**src/rtl/id_ex_stage.sv**
```systemverilog
// ID/EX pipeline register for the five-stage MIPS pipeline.
// Detects load-use hazards and applies flush, hold and bubble insertion.
module id_ex_stage #(
    parameter int DATA_W = 32,
    parameter int REG_W  = 5,
    parameter int CNT_W  = 16
) (
    input  logic              clk,
    input  logic              rst,
    input  logic              id_reg_write,
    input  logic              id_mem_to_reg,
    input  logic              id_branch,
    input  logic              id_mem_read,
    input  logic              id_mem_write,
    input  logic              id_alu_src,
    input  logic              id_reg_dst,
    input  logic              id_jump,
    input  logic [1:0]        id_alu_op,
    input  logic              id_valid,
    input  logic [DATA_W-1:0] id_pc4,
    input  logic [DATA_W-1:0] id_rs_data,
    input  logic [DATA_W-1:0] id_rt_data,
    input  logic [DATA_W-1:0] id_imm,
    input  logic [REG_W-1:0]  id_rs,
    input  logic [REG_W-1:0]  id_rt,
    input  logic [REG_W-1:0]  id_rd,
    input  logic [5:0]        id_funct,
    input  logic              flush,
    input  logic              hold,
    output logic              ex_reg_write,
    output logic              ex_mem_to_reg,
    output logic              ex_branch,
    output logic              ex_mem_read,
    output logic              ex_mem_write,
    output logic              ex_alu_src,
    output logic              ex_reg_dst,
    output logic              ex_jump,
    output logic [1:0]        ex_alu_op,
    output logic              ex_valid,
    output logic [DATA_W-1:0] ex_pc4,
    output logic [DATA_W-1:0] ex_rs_data,
    output logic [DATA_W-1:0] ex_rt_data,
    output logic [DATA_W-1:0] ex_imm,
    output logic [REG_W-1:0]  ex_rs,
    output logic [REG_W-1:0]  ex_rt,
    output logic [REG_W-1:0]  ex_rd,
    output logic [5:0]        ex_funct,
    output logic              stall,
    output logic [CNT_W-1:0]  bubble_count
);

    typedef struct packed {
        logic       reg_write;
        logic       mem_to_reg;
        logic       branch;
        logic       mem_read;
        logic       mem_write;
        logic       alu_src;
        logic       reg_dst;
        logic       jump;
        logic [1:0] alu_op;
        logic       valid;
    } ctrl_t;

    typedef struct packed {
        logic [DATA_W-1:0] pc4;
        logic [DATA_W-1:0] rs_data;
        logic [DATA_W-1:0] rt_data;
        logic [DATA_W-1:0] imm;
        logic [REG_W-1:0]  rs;
        logic [REG_W-1:0]  rt;
        logic [REG_W-1:0]  rd;
        logic [5:0]        funct;
    } data_t;

    ctrl_t            ctrl_q, ctrl_d, ctrl_in;
    data_t            data_q, data_d, data_in;
    logic [CNT_W-1:0] cnt_q, cnt_d;
    logic             uses_rs, uses_rt, hazard;

    assign ctrl_in = '{id_reg_write, id_mem_to_reg, id_branch,
                       id_mem_read, id_mem_write, id_alu_src,
                       id_reg_dst, id_jump, id_alu_op, id_valid};
    assign data_in = '{id_pc4, id_rs_data, id_rt_data, id_imm,
                       id_rs, id_rt, id_rd, id_funct};

    assign uses_rs = ~id_jump;
    assign uses_rt = id_reg_dst | id_mem_write | id_branch;

    assign hazard = id_valid & ctrl_q.valid & ctrl_q.mem_read
                  & (data_q.rt != '0)
                  & ((uses_rs & (data_q.rt == id_rs))
                   | (uses_rt & (data_q.rt == id_rt)));

    assign stall = hazard & ~flush & ~rst;

    always_comb begin
        ctrl_d = ctrl_q;
        data_d = data_q;
        cnt_d  = cnt_q;
        if (flush) begin
            ctrl_d = '0;
        end else if (hold) begin
            ctrl_d = ctrl_q;
        end else if (hazard) begin
            // Bubble clears only control; data fields keep old values
            ctrl_d = '0;
            if (cnt_q != '1) cnt_d = cnt_q + 1'b1;
        end else begin
            ctrl_d = ctrl_in;
            data_d = data_in;
        end
    end

    always_ff @(posedge clk) begin
        if (rst) begin
            ctrl_q <= '0;
            data_q <= '0;
            cnt_q  <= '0;
        end else begin
            ctrl_q <= ctrl_d;
            data_q <= data_d;
            cnt_q  <= cnt_d;
        end
    end

    assign ex_reg_write  = ctrl_q.reg_write;
    assign ex_mem_to_reg = ctrl_q.mem_to_reg;
    assign ex_branch     = ctrl_q.branch;
    assign ex_mem_read   = ctrl_q.mem_read;
    assign ex_mem_write  = ctrl_q.mem_write;
    assign ex_alu_src    = ctrl_q.alu_src;
    assign ex_reg_dst    = ctrl_q.reg_dst;
    assign ex_jump       = ctrl_q.jump;
    assign ex_alu_op     = ctrl_q.alu_op;
    assign ex_valid      = ctrl_q.valid;
    assign ex_pc4        = data_q.pc4;
    assign ex_rs_data    = data_q.rs_data;
    assign ex_rt_data    = data_q.rt_data;
    assign ex_imm        = data_q.imm;
    assign ex_rs         = data_q.rs;
    assign ex_rt         = data_q.rt;
    assign ex_rd         = data_q.rd;
    assign ex_funct      = data_q.funct;
    assign bubble_count  = cnt_q;

endmodule
```
**config.mk**
```make
export PLATFORM = sky130hd
export DESIGN_NAME = id_ex_stage
export DESIGN_NICKNAME = d
export VERILOG_FILES = /design/src/rtl/id_ex_stage.sv
export SDC_FILE = /design/constraint.sdc
export NUM_CORES = 1
export LEC_CHECK = 0
export CORE_MARGIN = 8
export CORE_UTILIZATION = 46
export DETAILED_ROUTE_END_ITERATION = 10
export PLACE_DENSITY = 0.82
export SLEW_MARGIN = 40
export SYNTH_ARGS = -nofsm -noshare
export SYNTH_HDL_FRONTEND = slang
export SYNTH_SLANG_ARGS = --single-unit
```
**constraint.sdc**
```tcl
create_clock -name clk -period 2.2 [get_ports clk]
set_input_delay 0.44 -clock clk [delete_from_list [all_inputs] [get_ports clk]]
set_output_delay 0.44 -clock clk [all_outputs]
set_load 0.1 [all_outputs]
```
==> flow_metrics.tcl, run 1 <==
set metrics [dict create \
    outcome "finished, violations left" \
    violations "negative setup slack" \
    dieWidth_um 160 \
    crit_start "ex_rt[1]" \
    path_class "reg -> out" \
    critical_path_buf_inv_count 1 \
    n_antenna_cell 0 \
    worstMarginPinSlew_ps 829 \
    drive_above_1_share 0.207 \
    cp_cell_sequence "xor2_2 > nor4_4 > a22oi_2 > nor4_4 > buf_12" \
    synth-edff-count 0 \
    cts_buffers 17 \
    p_int_mw 6.25 \
    n_fill_cell 1674 \
    synth_area_per_cell_um2 7.18 \
    synth_commonest_cells "303 x nand2_1, 176 x dfxtp_1, 162 x a21oi_1" \
    num_vias 11104 \
    cts_root_buf "clkbuf_16" \
    power.switching_mw 4.08 \
    reg2reg_depth 8 \
    syn_inst 1326 \
    seq_power_share 0.347 \
    muxShareOfSynthArea 0.00460 \
    clkSinkCount 176 \
    fin_ws_ps -248 \
    synth-simple-area-share 0.308 \
    synth-async-reset-ratio 0 \
    clock_skew_ps 14.9 \
    grt_pass1_wl_um 53600 \
    clockPowerShare 0.313 \
    die_h_um 160 \
    drt-initial-drc-count 749 \
    min_period_over_period 1.11 \
    drt_drc_violations_left 0 \
    sw_frac_of_total 0.395 \
    cp_max_fo 2 \
    wl_per_cell_um 17.9 \
    synth-seq-cells 176 \
    portBuffers 340 \
    syn_area_um2 9520 \
    p_per_area_nw_per_um2 733 \
    combPwrFrac 0.340 \
    hold_depth 2 \
    synth_most_common_cell "nand2_1" \
    fin_nets 1782 \
    synth_cell_types 32 \
    viasPerCell 5.84 \
    slowest_stage "dfxtp_4" \
    cp_data_arrival_time_ps 2010 \
    fin_util 0.694 \
    core_area_um2 20300 \
    period_minus_slack_ps 2450 \
    synth.area.top_cells "dfxtp_1 37%, o311ai_0 14%, nand2_1 12%" \
    total_power_mw 10.3 \
    setup_viol 3 \
    fin_tns_setup_ps -268 \
    drv_slew 0 \
    synth_top_area_cell "dfxtp_1" \
    maxCapViolCount 0 \
    cp.depth 5 \
    synth_xor_area_frac 0.00920 \
    synth_top_area_frac 0.370 \
    drtPass1Iterations 5 \
    cp.required_ps 1760 \
    area_growth_pct 47.9 \
    hold_viol_final 0 \
    synth_top_family_by_area "simple AND/OR/NAND/NOR gates" \
    ctsHoldBuffers 0 \
    hold_class "in -> reg" \
    fmax_mhz 408 \
    start_kind "register" \
    overflow 0 \
    place.gp.congestion 0.840 \
    seq_area_frac_synth 0.370 \
    cts_max_level 4 \
    cp_common_cell "nor4_4" \
    cts_buffer_depth 2 \
    rr_startpoint "ex_rt[1]" \
    worstSetupEndpointType "output pin" \
    syn_nets 1491 \
    grt_max_degree 99 \
    grt_use_total 0.251 \
    antenna_found_initial 1 \
    r2r-end "ex_rt[2]" \
    synth_fa_ha_area_frac 0.00131 \
    crit_end "stall" \
    path_clk_slew_ps 70 \
    r2r_setup_slack_ps -10 \
    slew_headroom 0.442 \
    slowest_delay_ps 350 \
    antenna_left 0 \
    grt_setup_unrepaired "true" \
    cts_tree "built" \
    synth_ff_type "dfxtp_1" \
    drt_wl_total_um 34000 \
    rows 52 \
    dp_hpwl_um 23500 \
    start_util 0.469 \
    clock_latency_ps 440 \
    leakage_nw 6.09 \
    vdd_drop_max_uv 525 \
    io-pin-count 341 \
    grt_pass1_vias 10155 \
    yosys_warnings 0 \
    synth_compound_area_frac 0.246 \
    dieArea_um2 25500 \
    path_delay_family "simple AND/OR/NAND/NOR gates" \
]
==> worst register-to-register path, delay by kind of cell (launching register included) <==
family          cells  cell delay, ps
buf+inv             4             640
compound gates      2             600
simple gates        1             290
flops               1             350
xor+xnor            1             180
==> placed cells by master (no fill, tap or decap), types with 3 or more instances in the layout <==
cell	synthesis	layout
inv_6	0	6
dfxtp_1	176	155
o31ai_1	11	10
a21oi_1	162	154
a21oi_2	0	8
nor2b_1	3	3
a22o_1	11	11
clkbuf_16	0	18
xor2_2	0	3
buf_12	0	20
dfxtp_4	0	5
buf_8	0	3
nand3_1	7	7
buf_16	0	5
and4_1	3	3
buf_4	0	217
inv_1	4	3
nand2_1	303	302
nand4_1	4	4
buf_6	2	4
clkdlybuf4s50_1	0	154
or4_1	11	4
and3_1	153	153
dfxtp_2	0	16
or4_4	0	7
o311ai_1	0	33
nor2_1	156	155
xor2_1	10	7
dlygate4sd2_1	0	8
bufinv_16	0	3
o311ai_0	149	115
nor4_4	0	3
==> how the worst min path moves through the flow <==
stage | slack [ps] | from | to
2_1_floorplan | 570 | id_mem_read | ex_mem_read
3_3_place_gp | 470 | ex_valid | ex_valid
3_5_place_dp | 470 | ex_jump | ex_jump
4_1_cts | 410 | id_branch | ex_branch
5_1_grt | 440 | id_branch | ex_branch
6_report | 430 | id_branch | ex_branch
==> cell type report <==
type,instances,area (um^2),area share
Clock buffer,20,447,0.0317
Clock inverter,12,170,0.0121
Inverter,4,20.0,0.00142
Multi-Input combinational cell,1005,5640,0.400
Sequential cell,176,3560,0.253
Tap cell,270,338,0.0240
Timing Repair Buffer,413,3910,0.277
==> kinds of logic after synthesis <==
logic type,after synthesis
AO/OA/AOI/OAI,339
flip-flops,176
multiplexers,4
adder cells (fa/ha/maj),1
buffers and inverters,145
XOR/XNOR,10
AND/OR/NAND/NOR,651
==> metal layers <==
| layer | track usage | routed length [um] | vias up |
|---|---|---|---|
| met5 | 0 | 13 | - |
| met4 | 0.128 | 1500 | 2 |
| met3 | 0.0702 | 2560 | 85 |
| met2 | 0.405 | 15900 | 475 |
| met1 | 0.302 | 14000 | 5169 |
| li1 | - | - | 5373 |
==> power by group through the flow <==
stage | registers (mW) | logic, mW | clock network (mW)
detailed placement | 3.65 | 3.39 | 0
CTS | 3.58 | 3.48 | 3.28
floorplan | 5.41 | 0.654 | 0
global placement | 3.65 | 3.35 | 0
global route | 3.61 | 3.67 | 3.42
finish | 3.58 | 3.51 | 3.23
==> through the flow <==
step / worst slack (ps) / cells / hold WS [ps] / area (um^2)
2_1_floorplan: -854 / 1326 / 566 / 9590
3_3_place_gp: -693 / 1853 / 465 / 13000
3_5_place_dp: -758 / 1853 / 472 / 13000
4_1_cts: -325 / 1896 / 411 / 13900
5_1_grt: -331 / 1900 / 443 / 14100
6_report: -248 / 1900 / 426 / 14100
==> timing repair <==
item / CTS / global route
pin swaps: 13 / 20
gates cloned: 4 / 1
endpoints found under the setup margin: 175 / 132
gates resized for setup: 40 / 63
setup buffers: 7 / 5
Power figures use the tool's default switching activity.
==> run 2: changes to the inputs <==
--- a/config.mk
+++ b/config.mk
@@ -9,7 +9,6 @@
 export CORE_UTILIZATION = 46
 export DETAILED_ROUTE_END_ITERATION = 10
 export PLACE_DENSITY = 0.82
-export SLEW_MARGIN = 40
 export SYNTH_ARGS = -nofsm -noshare
 export SYNTH_HDL_FRONTEND = slang
 export SYNTH_SLANG_ARGS = --single-unit
==> results of run 2 <==
Same layout as run 1: the final DEF is identical, and so are final timing and power.
